### config.mk
export PLATFORM = sky130hd
export DESIGN_NAME = pipe_reg_chain
export DESIGN_NICKNAME = d
export VERILOG_FILES = /design/src/rtl/pipe_reg_chain.sv
export SDC_FILE = /design/constraint.sdc
export NUM_CORES = 1
export LEC_CHECK = 0
export ABC_AREA = 1
export ABC_CLOCK_PERIOD_IN_PS = 4900
export CAP_MARGIN = 20
export CORE_ASPECT_RATIO = 1.1
export CORE_MARGIN = 5
export CORE_UTILIZATION = 40
export DETAILED_ROUTE_END_ITERATION = 12
export PLACE_DENSITY = 0.76
export SLEW_MARGIN = 20
export SYNTH_ARGS = -nofsm -noshare
export SYNTH_HDL_FRONTEND = slang
export SYNTH_SLANG_ARGS = --single-unit
### constraint.sdc
create_clock -name clock -period 4.9 [get_ports clock]
set_clock_uncertainty 0.2 [all_clocks]
set_input_delay 1.225 -clock clock [delete_from_list [all_inputs] [get_ports clock]]
set_output_delay 1.225 -clock clock [all_outputs]
set_load 0.005 [all_outputs]
### src/rtl/pipe_reg_chain.sv
// Chain of STAGES pipeline registers, each with its own stall and bubble control,
// plus per-stage valid tracking, a sticky stall/bubble conflict flag and saturating counters.
module pipe_reg_chain #(
  parameter int               WIDTH       = 64,
  parameter int               STAGES      = 4,
  parameter logic [WIDTH-1:0] BUBBLE_VAL  = '0,
  parameter int               AUTO_BUBBLE = 1,
  parameter int               CNT_W       = 16
) (
  input  logic                      clock,
  input  logic                      reset,
  input  logic [WIDTH-1:0]          in_data,
  input  logic                      in_valid,
  input  logic [STAGES-1:0]         stall,
  input  logic [STAGES-1:0]         bubble,
  input  logic                      clear_cnt,
  output logic [STAGES*WIDTH-1:0]   stage_data,
  output logic [STAGES-1:0]         stage_valid,
  output logic [WIDTH-1:0]          out_data,
  output logic                      out_valid,
  output logic [CNT_W-1:0]          stall_cnt,
  output logic [CNT_W-1:0]          bubble_cnt,
  output logic                      conflict
);

  logic [WIDTH-1:0]  data_q     [STAGES];
  logic [WIDTH-1:0]  prev_data  [STAGES];
  logic [STAGES-1:0] valid_q;
  logic [STAGES-1:0] prev_valid;
  logic [STAGES-1:0] eb;
  logic [CNT_W-1:0]  stall_cnt_q;
  logic [CNT_W-1:0]  bubble_cnt_q;
  logic              conflict_q;

  // A stage whose feeder is stalled gets a bubble, so held data is never duplicated downstream.
  always_comb begin
    eb = bubble;
    if (AUTO_BUBBLE != 0) begin
      for (int k = 1; k < STAGES; k++) begin
        eb[k] = bubble[k] | (stall[k-1] & ~stall[k]);
      end
    end
  end

  always_comb begin
    prev_data[0]  = in_data;
    prev_valid[0] = in_valid;
    for (int k = 1; k < STAGES; k++) begin
      prev_data[k]  = data_q[k-1];
      prev_valid[k] = valid_q[k-1];
    end
  end

  // Priority per stage: reset, stall (hold), effective bubble, load from predecessor.
  always_ff @(posedge clock) begin
    for (int k = 0; k < STAGES; k++) begin
      if (reset) begin
        data_q[k]  <= BUBBLE_VAL;
        valid_q[k] <= 1'b0;
      end else if (stall[k]) begin
        data_q[k]  <= data_q[k];
        valid_q[k] <= valid_q[k];
      end else if (eb[k]) begin
        data_q[k]  <= BUBBLE_VAL;
        valid_q[k] <= 1'b0;
      end else begin
        data_q[k]  <= prev_data[k];
        valid_q[k] <= prev_valid[k];
      end
    end
  end

  always_ff @(posedge clock) begin
    if (reset) begin
      stall_cnt_q  <= '0;
      bubble_cnt_q <= '0;
      conflict_q   <= 1'b0;
    end else begin
      if (clear_cnt) begin
        stall_cnt_q  <= '0;
        bubble_cnt_q <= '0;
      end else begin
        if (stall[0] && (stall_cnt_q != '1)) begin
          stall_cnt_q <= stall_cnt_q + CNT_W'(1);
        end
        if ((|(eb & ~stall)) && (bubble_cnt_q != '1)) begin
          bubble_cnt_q <= bubble_cnt_q + CNT_W'(1);
        end
      end
      if (|(stall & bubble)) begin
        conflict_q <= 1'b1;
      end
    end
  end

  for (genvar g = 0; g < STAGES; g++) begin : g_out
    assign stage_data[g*WIDTH +: WIDTH] = data_q[g];
  end

  assign stage_valid = valid_q;
  assign out_data    = data_q[STAGES-1];
  assign out_valid   = valid_q[STAGES-1];
  assign stall_cnt   = stall_cnt_q;
  assign bubble_cnt  = bubble_cnt_q;
  assign conflict    = conflict_q;

endmodule

==> results of run 1 <==
-- synthesized netlist by cell type (all sizes together) --
cell type  number  share of area [%]
a21oi          20               0.81
dfxtp          37                6.0
and3            1              0.051
o21bai          1              0.061
a41oi           1              0.071
and2            1              0.051
inv           287                8.7
xnor2           3               0.21
o22ai           2               0.10
xor2            5               0.35
nor2          339                 10
edfxtp        256                 62
clkinv          2              0.081
buf            88                5.1
nor3            4               0.16
ha              2               0.20
o21ai          11               0.45
nand3b          1              0.061
clkbuf         11               0.33
nand3          24               0.97
nand2         105                3.4
nand4           5               0.25
-- critical path, cell delays in order --
cell and delay [ps]:
sky130_fd_sc_hd__clkdlybuf4s50_1 540, sky130_fd_sc_hd__inv_1 250, sky130_fd_sc_hd__nand2_2 620, sky130_fd_sc_hd__buf_4 450, sky130_fd_sc_hd__nor2_1 90
-- registers in the layout, indices dropped and copies added (netlist names) --
name and flops:
data_q 256, bubble_cnt 16, stall_cnt 16, stage_valid 4, conflict 1
-- per-stage QoR --
step                      hold WS (ps)  total power (W)  worst slack [ps]  utilization, %  std cells
final                              288          0.00558              1750            57.5       2013
after CTS                          294          0.00564              1770            57.5       2013
after global placement             274          0.00352              1250            54.5       1959
after floorplan                    275          0.00313              1560               -       1206
after global routing               319          0.00579              1620            57.5       2013
after detailed placement           286          0.00353              1190            54.5       1959
-- metal layers --
layer | vias up | routed length, microns | track usage [%]
met5 | - | 0 | 0
met4 | 0 | 834 | 4.70
met3 | 46 | 3170 | 5.28
met2 | 375 | 18000 | 35.3
met1 | 4206 | 12200 | 21.2
li1 | 4349 | - | -
-- final cells by class --
type / instances / area (sq um) / share of cell area (%)
multi-input cells: 525 / 2210 / 12.6
flip-flops and latches: 293 / 8430 / 48.0
repair buffers: 438 / 4400 / 25.1
inverters: 289 / 1090 / 6.20
clock inverters: 12 / 85.1 / 0.485
clock buffers: 42 / 817 / 4.66
well taps: 414 / 518 / 2.95
-- cell families (layout without fill, tap and decap cells) --
kind of cell    Yosys count  in the layout  synth area share, %
compound gates           35             35                 1.49
xor+xnor                  8              8                0.568
fa+ha+maj                 2              2                0.203
buf+inv                 388            781                 14.2
flops                   293            293                 68.3
simple gates            480            480                 15.3
-- power breakdown --
part           leakage (nW)  switching, W  internal, W
Combinational          3.35      0.000242     0.000317
Sequential             3.13     0.0000730      0.00284
Clock                 0.435      0.000901      0.00121
-- path summary, 6_finish.rpt --
check | to | depth (start not counted)
setup reg to reg | stall_cnt[11]$_SDFFE_PP0P_ | 6
setup / recovery | data_q[2][48]$_SDFFCE_PN0P_ | 5
hold reg to reg | stage_valid[1]$_SDFFE_PP0N_ | 2
hold / removal | stage_valid[1]$_SDFFE_PP0N_ | 2
==> results summary, run 1 <==
The run finished with clean final reports. Entering global routing, the biggest net connects 66 pins. The worst supply voltage drop on vdd came out at 0.191 mV. The critical path is of the in -> reg type.

The number of buffers between clock root and the deepest sink is 3. The synthesized area per cell came out at 10.2 sq um. The initial detailed-routing violation count is around 470.

The die span in x is 178 microns. The routed wirelength normalized by instance count is roughly 17 microns. The measured slew at the worst slew-check pin came out at between 900 and 1000 ps. The worst-case register-to-register setup slack is about 2700 ps. The TritonCTS clock tree is yes. In this run the power density over the cells is 318 nW/um^2. The data arrival time of the critical path is between 3000 and 4000 ps. The number of global-route vias before repair came to 8853. The static leakage came out at between 6 and 7 nW. The post-synthesis instance area is about 12000 sq um. The count of standard-cell rows is 67. Dividing the detail-routed via count by the number of cells gives ~4.5. The final setup violation count is 0. The leading cell type in the layout, fill and taps excluded is sky130_fd_sc_hd__clkdlybuf4s50_1. The synthesized instance count came out at ~1200. The proportion of layout cells with a drive suffix above 1 came out at under 10%. For this run the aggregate overflow at the end of global routing stands at 0. The number of antenna violations at the first check in global routing is 0. The time the worst path needs with I/O delays and setup is 3150 ps. The number of buffers inserted by hold repair at cts is 0. The path type of the worst min-delay path is reg -> reg. The total global-route track usage came out at around a fifth. The number of hold violations in the final report is 0. The number of storage elements in the synthesis netlist came out at 293. The total wirelength of the detailed-routed design is about 34000 microns. Setup total negative slack on the finished layout was measured at 0 ps. The global-route wire length before repair is between 50000 and 60000 microns. Across the run, the number of max-cap violations was 0.

In this run the critical register-to-register path is launched from stall_cnt[0]$_SDFFE_PP0P_. Setup repair after global routing left no endpoint under its margin. The number of nets in the synthesized netlist is 1284.

The share of synthesized area occupied by flip-flops and latches came out at approximately two thirds. The maximum clock rate came out at around 0.32 GHz. The number of nets still failing antenna checks after routing came out at 0. The standard cell core area is ~31000 sq um. The cell at the root of the clock tree is sky130_fd_sc_hd__clkbuf_16. The total number of H-tree levels came out at 1. The headroom to the max-slew limit came out at 33.9%. For the worst setup path, the data required time is a little under 5000 ps.

The top cell types in the final layout, fill and taps aside, are sky130_fd_sc_hd__clkdlybuf4s50_1 (433), sky130_fd_sc_hd__nor2_1 (336), sky130_fd_sc_hd__inv_1 (287). The routed layout has about 9000 vias. The count of pins on the block boundary came out at approximately 430.

With fillers left out, the area of the finished cells amounts to 17500 sq um. STA classifies the critical path startpoint as a primary input. The netlist uses 28 different library cells. Counting every sink on the clock net gives roughly 300. The final layout contains around 1700 nets. The quantity of gates resized following cts is 0. The critical path starts at reset. The synthesis-to-layout area growth is 42.1%. The worst setup path is captured at a flop. The count of filler cells inserted in the layout came out at between 2000 and 3000. The clock latency on the worst-skew pair is roughly 540 ps. During synthesis, Yosys emitted a total of 0 warnings. The number of slew-limit violations in the final report came out at 0. The antenna diode count came out at 0. The total setup buffers inserted after CTS came out at 0. Counting the buffers created by CTS gives 30. The die area is 34500 sq um. The initial core utilization came out at 40.5%.

In this run the tool buffered the top-level ports with approximately 430 buffer cells. The height of the die is slightly below 200 microns. The placed wire-length estimate after detailed placement is 25000 microns. After clock tree synthesis, the clock-pin slew on the worst setup and hold paths is ~60 ps. The launch instance of the worst min-delay path is stage_valid[0]$_SDFFE_PP0N_.

The remaining routing DRC violations came out at 0. After layout, the worst path uses between 60% and 70% of the clock period. The count of TritonRoute iterations in the first routing pass came out at 4. The critical-path maximum fanout is 33. The routability congestion estimate is 0.854. The total placed instance area is 16600 sq um.
(Power assumes the default switching activity.)
==> run 2, diff against run 1 <==
--- a/config.mk
+++ b/config.mk
@@ -6,7 +6,7 @@
 export NUM_CORES = 1
 export LEC_CHECK = 0
 export ABC_AREA = 1
-export ABC_CLOCK_PERIOD_IN_PS = 4900
+export ABC_CLOCK_PERIOD_IN_PS = 3200
 export CAP_MARGIN = 20
 export CORE_ASPECT_RATIO = 1.1
 export CORE_MARGIN = 5
==> constraint.sdc (replaced) <==
create_clock -name clock -period 3.2 [get_ports clock]
set_clock_uncertainty 0.2 [all_clocks]
set_input_delay 0.8 -clock clock [delete_from_list [all_inputs] [get_ports clock]]
set_output_delay 0.8 -clock clock [all_outputs]
set_load 0.005 [all_outputs]
==> run 2 against run 1 <==
Effect of this change:
- sequential power grew 53%
- clock power up 63%
- critical path depth is 4 lower
- core utilization is 0.72 points higher
==> results summary, run 2 (synthesized netlist as in run 1, its figures left out) <==
The net switching power figure was 0.00192 W (was 0.00122 W). The reg-to-reg startpoint was stall_cnt[0]$_SDFFE_PP0P_ (unchanged). The part of the power in registers is 50.8% (was 52.2%). Outcome: finished clean (unchanged).

The placed wire-length estimate after detailed placement is 25800 microns (was 25000 microns). The die span in x came to 178 microns (unchanged). The count of cells along the worst register-to-register path is 6 (unchanged). The part of the total power dissipated in combinational logic is 10.0% (about the same). The detailed-route via count is 9079 (was 8976). The count of pins on the block boundary is 434 (unchanged). The count of non-filler cells in the finished layout is 2026 (was 2013). The leading cell type in the layout, fill and taps excluded was sky130_fd_sc_hd__clkdlybuf4s50_1 (unchanged). The synthesis-to-layout area growth is 43.9% (was 42.1%). The headroom to the max-slew limit came out at 46.9% (was 33.9%). Leading cell types in the layout, fill and taps excluded: sky130_fd_sc_hd__clkdlybuf4s50_1 (433), sky130_fd_sc_hd__nor2_1 (336), sky130_fd_sc_hd__inv_1 (287) (unchanged). The TritonCTS buffer count is 31 (was 30). The global-route wire length before repair is 51800 microns (was 51400 microns).

The height of the die came out at 194 microns (unchanged). The path type of the worst min-delay path is reg -> reg (unchanged). The count of TritonRoute iterations in the first routing pass came to 5 (was 4). The count of filler cells inserted in the layout came out at 2541 (was 2521). The proportion of layout cells with a drive suffix above 1 came out at 4.59% (was 3.81%). RSZ-0062 raised after global routing: no (unchanged).

The maximum clock rate is 0.386 GHz. The number of nets in the layout is 1665 (was 1655). The routed wirelength normalized by instance count came to 17.1 microns (was 17.0 microns).

The startpoint-to-endpoint class of the critical path was reg -> out (was in -> reg). The total global-route track usage came out at 19.3% (was 19.0%). The capture instance of the worst register-to-register path is stall_cnt[13]$_SDFFE_PP0P_ (was stall_cnt[11]$_SDFFE_PP0P_). The worst path uses a little over 80% of the clock period. The clock transition at the registers of the reported paths was 60 ps (about the same). The routability congestion estimate is 0.878 (was 0.854). The quantity of gates resized following cts came to 0 (unchanged). The buffer and inverter count on the worst path is 1 (was 3).

The switching part of the total power came to 21.9% (was 21.8%). The met2 track demand over resource was 36.0% (was 35.3%). The post-detailed-route via-to-cell ratio came out at 4.48 (was 4.46). The total wirelength of the detailed-routed design is 34700 microns (was 34200 microns). The total setup buffers inserted after CTS came to 0 (unchanged). The data arrival time of the critical path is 1590 ps (was 3220 ps). The most crowded layer after global routing is met2 (unchanged).

The flip-flop count of the largest register after layout is 256 (unchanged). The worst slack on hold paths was 301 ps (was 288 ps). The time the worst path needs with I/O delays and setup came out at about 2600 ps. The measured slew at the worst slew-check pin is 793 ps (was 991 ps). The pin count of the biggest net entering global routing is 66 (unchanged).

The clock share of power came out at 39.2% (was 37.8%). The static leakage is 7.03 nW (was 6.92 nW). The count of standard-cell rows is 67 (unchanged).

The depth of the worst hold-timing path came out at 2 (unchanged). The critical-path maximum fanout came out at 7 (was 33). The critical path data required time came out at 2200 ps (was 4970 ps). The worst-case register-to-register setup slack came out at 970 ps (was 2690 ps). The critical path's top delay family is buffers and inverters (unchanged).

The maximum single-stage delay on the critical path is 580 ps (was 620 ps). The number of antenna violations at the first check in global routing is 1 (was 0). The most flop-heavy register was data_q (unchanged). The number of buffers inserted by hold repair at cts came out at 0 (unchanged). The slowest cell on the critical path is sky130_fd_sc_hd__clkdlybuf4s50_1 (was sky130_fd_sc_hd__nand2_2). The TritonCTS clock tree is yes (unchanged). The power per cell area came out at 494 nW/um^2 (was 318 nW/um^2).

The number of buffers between clock root and the deepest sink came to 3 (unchanged). The max-cap violation count is 0 (unchanged). The final global-route overflow total is 0 (unchanged). The internal power summed over all cells is 0.00685 W (was 0.00436 W). The number of global-route vias before repair came out at 9015 (was 8853).

The remaining routing DRC violations is 0 (unchanged). The worst supply voltage drop on vdd is 0.317 mV (was 0.191 mV). The final-layout setup total negative slack was 0 ps (unchanged). The clock sink total is 293 (unchanged).

The die area came out at 34500 sq um (unchanged). The total number of H-tree levels came to 1 (unchanged). The final setup violation count came out at 0 (unchanged). The power after layout is 0.00877 W (was 0.00558 W). The critical path startpoint category is a flop (was primary input).

The initial core utilization came to 40.5% (unchanged). The global-route track usage on met3 is 4.95% (was 5.28%). The capturing element type of the critical path is an output port (was flop). Critical path cell sequence: clkdlybuf4s50_1 (was clkdlybuf4s50_1, inv_1, nand2_2, buf_4, nor2_1). The clock latency on the worst-skew pair came out at 550 ps (was 540 ps). The cell count after placement came out at 1968 (was 1959).

The cell at the root of the clock tree was sky130_fd_sc_hd__clkbuf_16 (unchanged). The number of slew-limit violations in the final report is 0 (unchanged). The met1 layer usage reported by global route came out at 21.1% (was 21.2%).

The number of nets still failing antenna checks after routing came out at 0 (unchanged). The initial detailed-routing violation count came to 455 (was 468). The number of hold violations in the final report is 0 (unchanged). The launch instance of the worst min-delay path is stage_valid[2]$_SDFFE_PP0N_ (was stage_valid[0]$_SDFFE_PP0N_).

The standard cell core area came out at 30500 sq um (unchanged). The number of port buffers came out at 433 (unchanged). The worst hold endpoint is stage_valid[3]$_SDFFE_PP0N_ (was stage_valid[1]$_SDFFE_PP0N_).
## run 2: area by class of cell
type	instances	area, sq um	share of cell area, %
clock inverters	14	126	0.711
inverters	289	1090	6.12
multi-input cells	525	2210	12.5
well taps	414	518	2.92
diodes	1	2.50	0.0141
clock buffers	43	851	4.79
flip-flops and latches	293	8430	47.4
repair buffers	447	4540	25.5
## run 2: worst max path at each step
stage,start,endpoint,slack (ps),cells past startpoint
after floorplan,stall[0],data_q[0][0]$_SDFFCE_PN0P_,280,2
after global placement,stall[0],data_q[1][63]$_SDFFCE_PN0P_,530,5
after detailed placement,reset,data_q[2][42]$_SDFFCE_PN0P_,470,5
after CTS,bubble_cnt[2]$_SDFFE_PP0P_,bubble_cnt[2],570,1
after global routing,bubble_cnt[2]$_SDFFE_PP0P_,bubble_cnt[2],540,1
final,bubble_cnt[2]$_SDFFE_PP0P_,bubble_cnt[2],610,1
## run 2: layer usage
layer	part of all wire (%)	up-vias	wire, microns
li1	-	4377	-
met1	35	4260	12200
met2	53	376	18500
met3	8.4	66	2910
met4	3.3	0	1130
met5	0	-	0
## run 2: power groups by stage
| stage | Sequential (W) | Combinational, W | Clock (W) |
|---|---|---|---|
| 2_1_floorplan | 0.00454 | 0.000251 | 0 |
| 3_3_place_gp | 0.00453 | 0.000873 | 0 |
| 3_5_place_dp | 0.00454 | 0.000886 | 0 |
| 4_1_cts | 0.00446 | 0.000891 | 0.00352 |
| 5_1_grt | 0.00448 | 0.000937 | 0.00369 |
| 6_report | 0.00445 | 0.000878 | 0.00344 |
## run 2: through the flow
stage	setup slack [ps]	instance area [sq um]	utilization, %
floorplan	282	12300	-
global placement	526	16800	55.0
detailed placement	465	16800	55.0
CTS	569	17800	58.2
global route	540	17800	58.2
finish	611	17800	58.2
==> run 3, diff against run 2 <==
--- a/config.mk
+++ b/config.mk
@@ -6,13 +6,13 @@
 export NUM_CORES = 1
 export LEC_CHECK = 0
 export ABC_AREA = 1
-export ABC_CLOCK_PERIOD_IN_PS = 3200
+export ABC_CLOCK_PERIOD_IN_PS = 2210
 export CAP_MARGIN = 20
 export CORE_ASPECT_RATIO = 1.1
 export CORE_MARGIN = 5
 export CORE_UTILIZATION = 40
 export DETAILED_ROUTE_END_ITERATION = 12
-export PLACE_DENSITY = 0.76
+export PLACE_DENSITY = 0.79
 export SLEW_MARGIN = 20
 export SYNTH_ARGS = -nofsm -noshare
 export SYNTH_HDL_FRONTEND = slang
==> constraint.sdc (replaced) <==
create_clock -name clock -period 2.21 [get_ports clock]
set_clock_uncertainty 0.2 [all_clocks]
set_input_delay 0.5525 -clock clock [delete_from_list [all_inputs] [get_ports clock]]
set_output_delay 0.5525 -clock clock [all_outputs]
set_load 0.005 [all_outputs]
==> run 3 against run 2 <==
Effect of this change:
- worst hold slack lost 13 ps
- non-clock buffer count grew 65
- critical endpoint is now stage_data[79]
- wire length grew 5.2%
- sequential share of layout area shrank 1.8 points
- register-to-register slack lost 630 ps
- sequential power grew 44%
- via count grew 1.9%
- first-iteration DRC count grew 16%
- clock power grew 49%
==> results summary, run 3 (synthesized netlist as in run 1, its figures left out) <==
The number of port buffers was 433 (unchanged). The number of hold violations in the final report came out at 0 (unchanged). Critical path cell sequence: clkdlybuf4s50_1 (unchanged). The routed wirelength normalized by instance count came out at 17.5 microns (was 17.1 microns). The number of antenna violations at the first check in global routing came out at 3 (was 1). The capture instance of the worst register-to-register path is stall_cnt[13]$_SDFFE_PP0P_ (unchanged).

The setup slack after layout is 9.99 ps (was 611 ps). The post-detailed-route via-to-cell ratio was 4.42 (was 4.48). The initial core utilization was 40.5% (unchanged). The count of pins on the block boundary is 434 (unchanged).

The critical path data required time was 1460 ps (was 2200 ps). The maximum single-stage delay on the critical path is 530 ps (was 580 ps). The count of standard-cell rows was 67 (unchanged). The critical path startpoint category is a flop (unchanged). The cell depth of the worst setup path is 1 (unchanged). The path type of the worst min-delay path is reg -> reg (unchanged). Dividing the final minimum period by the clock period gives between 90% and 100%. The standard cell core area is 30500 sq um (unchanged). The final setup violation count was 0 (unchanged).

The global-route wire length before repair came to 53100 microns (was 51800 microns). The critical path's top delay family is buffers and inverters (unchanged). The synthesis-to-layout area growth is 50.9% (was 43.9%). The TritonCTS clock tree is yes (unchanged). The number of nets in the layout came out at 1729 (was 1665). The total number of H-tree levels came out at 1 (unchanged). The flip-flop count of the largest register after layout is 256 (unchanged). The number of buffers inserted by hold repair at cts came to 0 (unchanged). The count of TritonRoute iterations in the first routing pass came out at 6 (was 5).

The number of nets still failing antenna checks after routing is 0 (unchanged). The clock sink total was 293 (unchanged). The pin count of the biggest net entering global routing came to 47 (was 66). The number of slew-limit violations in the final report is 0 (unchanged). The die area is 34500 sq um (unchanged).

The worst-case register-to-register setup slack came out at 340 ps (was 970 ps). The clock transition at the registers of the reported paths is 60 ps (about the same). The final-layout setup total negative slack came out at 0 ps (unchanged). The sequential cell area came out at 8510 sq um (was 8430 sq um). The clock latency on the worst-skew pair is 540 ps (was 550 ps). The initial detailed-routing violation count came out at 528 (was 455). The power per cell area came to 688 nW/um^2 (was 494 nW/um^2). The power after layout is 0.0128 W (was 0.00877 W).

The count of filler cells inserted in the layout is 2416 (was 2541). The reg-to-reg startpoint is stall_cnt[0]$_SDFFE_PP0P_ (unchanged). The minimum setup slack after placement is -147 ps (was 465 ps).

The count of cells along the worst register-to-register path came out at 7 (was 6). The capturing instance or port of the critical path is stage_data[79] (was bubble_cnt[2]). The measured slew at the worst slew-check pin is 373 ps (was 793 ps). The placed wire-length estimate after detailed placement came to 27500 microns (was 25800 microns). The data arrival time of the critical path is 1450 ps (was 1590 ps). The final global-route overflow total is 0 (unchanged).

Leading cell types in the layout, fill and taps excluded: sky130_fd_sc_hd__nor2_1 (336), sky130_fd_sc_hd__inv_1 (287), sky130_fd_sc_hd__edfxtp_1 (256) (was sky130_fd_sc_hd__clkdlybuf4s50_1 (433), sky130_fd_sc_hd__nor2_1 (336), sky130_fd_sc_hd__inv_1 (287)). The maximum clock rate came out at 0.455 GHz. The time the worst path needs with I/O delays and setup is approximately 2200 ps. The number of global-route vias before repair was 9306 (was 9015). The headroom to the max-slew limit came out at 75.1% (was 46.9%). The slowest cell on the critical path is sky130_fd_sc_hd__clkdlybuf4s50_1 (unchanged). The die span in x is 178 microns (unchanged). The area of the multi-input gates came out at 2210 sq um (about the same). The static leakage is 9.84 nW (was 7.03 nW). The buffer and inverter count on the worst path came out at 1 (unchanged). The remaining routing DRC violations is 0 (unchanged). The cell at the root of the clock tree is sky130_fd_sc_hd__clkbuf_16 (unchanged).

The number of buffers between clock root and the deepest sink came out at 3 (unchanged). The worst supply voltage drop on vdd came out at 0.457 mV (was 0.317 mV). The total global-route track usage is 19.7% (was 19.3%).

The critical-path maximum fanout came to 2 (was 7). The proportion of layout cells with a drive suffix above 1 came to 10.5% (was 4.59%). Outcome: finished clean (unchanged).

The height of the die came out at 194 microns (unchanged). The TritonCTS buffer count was 30 (was 31). The detailed-route via count came out at 9247 (was 9079). The most flop-heavy register is data_q (unchanged). The routability congestion estimate is 0.842 (was 0.878). The max-cap violation count came out at 0 (unchanged). The startpoint-to-endpoint class of the critical path is reg -> out (unchanged).

The launching element of the worst setup path is data_q[1][15]$_SDFFCE_PN0P_ (was bubble_cnt[2]$_SDFFE_PP0P_). The leading cell type in the layout, fill and taps excluded is sky130_fd_sc_hd__nor2_1 (was sky130_fd_sc_hd__clkdlybuf4s50_1). The total wirelength of the detailed-routed design is 36500 microns (was 34700 microns). The capturing element type of the critical path is an output port (unchanged).
run 3: worst reg2reg max path: stages (launching register included):
cell and delay, ps:
sky130_fd_sc_hd__dfxtp_2 370, sky130_fd_sc_hd__ha_1 180, sky130_fd_sc_hd__inv_1 60, sky130_fd_sc_hd__nor2_1 140
sky130_fd_sc_hd__nand4_1 270, sky130_fd_sc_hd__buf_4 290, sky130_fd_sc_hd__a21oi_1 190, sky130_fd_sc_hd__nor2_1 60
run 3: metrics by stage:
step / hold slack (ps) / instance area [sq um] / util, % / cells
after global placement: 273 / 17100 / 56.0 / 1995
after global routing: 311 / 18600 / 61.1 / 2092
after CTS: 294 / 18200 / 59.6 / 2075
after detailed placement: 285 / 17100 / 56.0 / 1995
after floorplan: 275 / 12300 / - / 1206
final: 289 / 18600 / 61.1 / 2092
run 3: area by class of cell:
cell class	count	area share (%)
Tap cell	414	2.78
Sequential cell	293	45.7
Clock inverter	15	0.866
Clock buffer	41	4.53
Multi-Input combinational cell	525	11.8
Timing Repair Buffer	512	28.4
Inverter	289	5.84
Antenna cell	3	0.0403
run 3: power breakdown:
part	total, W	leakage, nW	switching [W]	internal [W]
Clock	0.00513	0.493	0.00211	0.00303
Combinational	0.00127	6.19	0.000568	0.000699
Sequential	0.00643	3.15	0.000164	0.00626
run 3: repair_timing:
action,CTS,global route
pin swaps,0,0
resized for setup,173,134
setup buffers,24,14
cloned,0,0
endpoints found under the setup margin,172,144
run 3: how the worst min path moves through the flow:
stage	cells past startpoint	from	to
after floorplan	2	stage_valid[0]$_SDFFE_PP0N_	stage_valid[1]$_SDFFE_PP0N_
final	2	stage_valid[0]$_SDFFE_PP0N_	stage_valid[1]$_SDFFE_PP0N_
after global routing	2	stage_valid[1]$_SDFFE_PP0N_	stage_valid[2]$_SDFFE_PP0N_
after CTS	2	stage_valid[1]$_SDFFE_PP0N_	stage_valid[2]$_SDFFE_PP0N_
after detailed placement	2	stage_valid[0]$_SDFFE_PP0N_	stage_valid[1]$_SDFFE_PP0N_
after global placement	2	stage_valid[1]$_SDFFE_PP0N_	stage_valid[2]$_SDFFE_PP0N_
run 3: layer usage:
layer | global-route usage [%] | wire, microns | vias to the layer above
met1 | 21.6 | 12900 | 4270
li1 | - | - | 4500
met2 | 35.7 | 18900 | 407
met4 | 6.56 | 1200 | 0
met3 | 6.40 | 3500 | 70
met5 | 0 | 0 | -
